### src/rtl/mem_ctrl_pkg.sv
// mem_ctrl_pkg: shared FSM state encoding and default widths for mem_controller
package mem_ctrl_pkg;
  localparam int ADDR_W = 10;
  localparam int DATA_W = 32;
  typedef enum logic [1:0] {IDLE, WRITE, READ_REQ, READ_WAIT} state_t;
endpackage

### src/rtl/mem_controller.sv
// mem_controller: single-outstanding CPU-to-DDR bridge, one-cycle DDR strobes, registered outputs
module mem_controller
  import mem_ctrl_pkg::*;
#(
  parameter int ADDR_WIDTH = ADDR_W,
  parameter int DATA_WIDTH = DATA_W
) (
  input  logic                  clk,
  input  logic                  reset,
  input  logic                  cpu_wr_req,
  input  logic                  cpu_rd_req,
  input  logic [ADDR_WIDTH-1:0] cpu_addr,
  input  logic [DATA_WIDTH-1:0] cpu_data_in,
  output logic [DATA_WIDTH-1:0] cpu_data_out,
  output logic                  cpu_data_valid,
  output logic                  ddr_wr_req,
  output logic                  ddr_rd_req,
  output logic [ADDR_WIDTH-1:0] ddr_addr,
  output logic [DATA_WIDTH-1:0] ddr_wr_data,
  input  logic [DATA_WIDTH-1:0] ddr_rd_data,
  input  logic                  ddr_rd_valid
);
  state_t state, state_n;
  logic                  idle, capture, wr_n, rd_n;
  logic [ADDR_WIDTH-1:0] addr_n;
  logic [DATA_WIDTH-1:0] wdata_n, dout_n;
  always_ff @(posedge clk or posedge reset)
    if (reset) begin
      state          <= IDLE;
      cpu_data_out   <= '0;
      cpu_data_valid <= 1'b0;
      ddr_wr_req     <= 1'b0;
      ddr_rd_req     <= 1'b0;
      ddr_addr       <= '0;
      ddr_wr_data    <= '0;
    end else begin
      state          <= state_n;
      cpu_data_out   <= dout_n;
      cpu_data_valid <= capture;
      ddr_wr_req     <= wr_n;
      ddr_rd_req     <= rd_n;
      ddr_addr       <= addr_n;
      ddr_wr_data    <= wdata_n;
    end
  // write wins over a simultaneous read; requests outside IDLE are dropped
  always_comb begin
    state_n = state;
    case (state)
      IDLE:      state_n = cpu_wr_req ? WRITE : cpu_rd_req ? READ_REQ : IDLE;
      WRITE:     state_n = IDLE;
      READ_REQ:  state_n = READ_WAIT;
      READ_WAIT: state_n = ddr_rd_valid ? IDLE : READ_WAIT;
      default:   state_n = IDLE;
    endcase
  end
  always_comb begin
    idle    = state == IDLE;
    capture = state == READ_WAIT && ddr_rd_valid;
    wr_n    = idle && cpu_wr_req;
    rd_n    = idle && cpu_rd_req && !cpu_wr_req;
    addr_n  = (wr_n || rd_n) ? cpu_addr : ddr_addr;
    wdata_n = wr_n ? cpu_data_in : ddr_wr_data;
    dout_n  = capture ? ddr_rd_data : cpu_data_out;
  end
endmodule

### config.mk
export PLATFORM = sky130hd
export DESIGN_NAME = mem_controller
export DESIGN_NICKNAME = d
export VERILOG_FILES = /design/src/rtl/mem_ctrl_pkg.sv /design/src/rtl/mem_controller.sv
export SDC_FILE = /design/constraint.sdc
export NUM_CORES = 1
export LEC_CHECK = 0
export ABC_AREA = 1
export CAP_MARGIN = 10
export CORE_AREA = 4 4 93 95
export CTS_CLUSTER_SIZE = 8
export DETAILED_ROUTE_END_ITERATION = 12
export DIE_AREA = 0 0 97 99
export PLACE_DENSITY = 0.83
export SETUP_SLACK_MARGIN = 0.2
export SYNTH_ARGS = -nofsm -noshare
export SYNTH_HDL_FRONTEND = slang
export SYNTH_SLANG_ARGS = --single-unit
### constraint.sdc
create_clock -name clk -period 3.2 [get_ports clk]
set_input_delay 0.8 -clock clk [delete_from_list [all_inputs] [get_ports clk]]
set_output_delay 0.8 -clock clk [all_outputs]
set_load 0.01 [all_outputs]
==> run_results.csv <==
group,metric,value,unit
sta,rsz0062_at_grt,"no",
yosys,ys.flop_type,"dfrtp_1",
critical_path,r2r_slack,1.69,ns
pwr,internal_power,0.00295,W
yosys,synth_area_leaders,"dfrtp_1, nand2_1, o211ai_1, buf_4, buf_2",
yosys,synth_edf_count,0,
critical_path,timing.rr.end,"ddr_wr_data[14]$_DFFE_PP0P_",
yosys,muxShareOfSynthArea,0,%
pwr,p_total,0.00443,W
yosys,yosysUniqueCellTypes,15,
pwr,sw_frac_of_total,33.5,%
clocking,hold_buffers,0,
cells_and_area,fin_util,62.7,%
route,routedWlPerCell,13.4,µm
clocking,root_buffer,"clkbuf_8",
route,drt_iter0_drc,93,
clocking,clk_latency,0.34,ns
grt,met1_usage,22.3,%
critical_path,worstSetupEndpointType,"output port",
yosys,synth_most_common_cell,"nand2_1",
pwr,seqPwrFrac,38.6,%
sta,maxSlewHeadroom,55.5,%
pwr,cellPowerDensity,915,nW/µm²
clocking,cts-buffers-inserted,9,
yosys,synth_area,3010,µm²
sta,final-max-slew-violation-count,0,
critical_path,worst-path-buf-inv,1,
sta,tightest_slew,0.667,ns
cells_and_area,final_layout_size_suffix_gt1_share,4.92,%
critical_path,start_kind,"flip-flop",
critical_path,slowest_delay,0.55,ns
worst_hold_path,worstHoldEndpoint,"ddr_wr_data[9]$_DFFE_PP0P_",
critical_path,required,2.40,ns
yosys,synth-simple-area-share,28.0,%
die,die_h,99,µm
worst_hold_path,hold_depth,2,
flow_run,max-cap-violations,0,
grt,grt_use_total,16.8,%
clocking,cts.sinks,79,
die,rows,32,
route,drcViolationCount,0,
clocking,htreeDepth,3,
route,routed_wl,7880,µm
yosys,synth_area_leader_cell,"dfrtp_1",
pwr,power.leakage,2.36,nW
die,die_w,97,µm
clocking,clk_pin_slew_worst_paths,0.07,ns
grt,grt_pass1_wl,13100,µm
yosys,yosysWarnings,0,
placed_design,portBuffers,155,
critical_path,slowest_stage,"clkdlybuf4s50_1",
grt,grt_max_degree,42,
placed_design,routabilityCongestion,0.774,
route,first_pass_iters,5,
die,start_util,39.0,%
critical_path,crit_family,"buffers and inverters",
grt,grt_pass1_vias,2668,
critical_path,critPathKind,"flip-flop to output port",
yosys,yosys_register_bits,79,
yosys,synth_top_family_by_area,"simple AND/OR/NAND/NOR gates",
pwr,switching_power,0.00148,W
clocking,tritoncts,"done",
outcome,status,"finished clean",
grt,antenna_found_initial,0,
yosys,synthAdderAreaFrac,0,%
sta,setup_slack,1.14,ns
sta,max_freq,486,MHz
placed_design,place_inst,574,
yosys,avgSynthCellArea,9.12,µm²
yosys,synth_top_area_share,65.7,%
sta,post-route-period-util,64.3,%
clocking,clk_path_buf_depth,2,
yosys,syn_inst,330,
sta,hold_viol,0,
die,io_pins,156,
worst_hold_path,hold_path.class,"flip-flop to flip-flop",
sta,finalClockSkew,0.00724,ns
route,drtAntennaViolNets,0,
critical_path,worstPathArrival,1.26,ns
pwr,p_clk_share,17.5,%
yosys,synthArstFlopShare,100,%
grt,busiest_layer,"met2",
sta,fin_crit,2.06,ns
yosys,synth_nets,409,
sta,finalSetupViolCount,0,
critical_path,cp-startpoint,"ddr_wr_data[0]$_DFFE_PP0P_",
critical_path,r2r-start,"state[1]$_DFF_PP0_",
grt,use_met3,5.02,%
critical_path,rr_worst_depth,5,
route,viasPerCell,4.44,
pwr,power_frac_comb,43.9,%
yosys,synth_compound_area_share,2.95,%
yosys,synth_commonest_cells,"nand2_1, dfrtp_1, o211ai_1",
cells_and_area,diodes,0,
placed_design,dpl_worst_slack,0.809,ns
clocking,cts_setup_buffers,0,
clocking,cts_resized,0,
grt,grt_overflow,0,
placed_design,post-dp-hpwl,5730,µm
die,core_area,7730,µm²
die,dieArea,9600,µm²
pwr,ir_worst_vdd,524,µV
cells_and_area,syn_to_final_growth,61.1,%
critical_path,cp_cell_sequence,"clkdlybuf4s50_1",
worst_hold_path,min_from,"ddr_wr_data[9]$_DFFE_PP0P_",
route,vias,2618,
cells_and_area,fin_nets,562,
critical_path,crit_fanout,2,
sta,timing.setup.tns,0,ns
yosys,ys_seq_area_share,65.7,%
cells_and_area,instances_no_fill,590,
grt,use_met2,26.1,%
yosys,yosys.area_share.xor_xnor,0,%
## metal layers
metal	part of all wire, %	up-vias
li1	-	1314
met1	44	1178
met2	47	113
met3	7.3	13
met4	1.7	0
met5	0	-
## worst max path at each step
stage / endpoint / slack [ns] / cells after the start
6_report: ddr_wr_data[0] / 1.14 / 1
5_1_grt: ddr_wr_data[20]$_DFFE_PP0P_ / 1.03 / 5
4_1_cts: ddr_addr[1] / 1.12 / 1
3_5_place_dp: ddr_wr_data[20]$_DFFE_PP0P_ / 0.81 / 5
3_3_place_gp: ddr_wr_data[8]$_DFFE_PP0P_ / 0.89 / 5
2_1_floorplan: cpu_data_out[0]$_DFFE_PP0P_ / 0.38 / 1
## tightest hold or removal path: cells and delay by family (launching register included)
family	cells	cell delay [ns]
AND/OR/NAND/NOR	2	0.11
flip-flops	1	0.34
## through the flow
| step | hold slack (ns) | area (µm²) |
|---|---|---|
| global placement | 0.460 | 4630 |
| CTS | 0.485 | 4850 |
| detailed placement | 0.465 | 4630 |
| finish | 0.479 | 4850 |
| floorplan | 0.515 | 3010 |
| global route | 0.496 | 4850 |
## cell type report
| class | instances | area (µm²) |
|---|---|---|
| multi-input cells | 232 | 931 |
| repair buffers | 158 | 1590 |
| flip-flops and latches | 79 | 1980 |
| inverters | 3 | 12.5 |
| well taps | 102 | 128 |
| fillers | 605 | 2880 |
| clock inverters | 5 | 82.6 |
| clock buffers | 11 | 131 |
## power by group through the flow
stage / clock network (W) / logic, W / registers (W)
after floorplan: 0 / 0.000624 / 0.00192
after detailed placement: 0 / 0.00198 / 0.00172
after global routing: 0.000854 / 0.00214 / 0.00177
after CTS: 0.000803 / 0.00198 / 0.00172
final: 0.000777 / 0.00194 / 0.00171
after global placement: 0 / 0.00192 / 0.00172
## sequential cells by signal (all words and copies together) (netlist names)
signal / flops
ddr_addr: 10
cpu_data_valid: 1
ddr_wr_req: 1
ddr_rd_req: 1
state: 2
ddr_wr_data: 32
cpu_data_out: 32
## cell usage in the layout (no fill, tap or decap), types with 2 or more instances in the layout
cell / count
clkdlybuf4s50_1: 155
o211ai_1: 10
dfrtp_1: 79
clkinvlp_4: 3
clkbuf_8: 9
nand2_1: 216
clkbuf_1: 2
buf_4: 2
bufinv_16: 2
inv_2: 2
## cells by family after synthesis
kind of cell / Yosys count
flops: 79
buf+inv: 19
simple gates: 220
compound gates: 12
No activity file was read; power rests on OpenSTA's default activity.
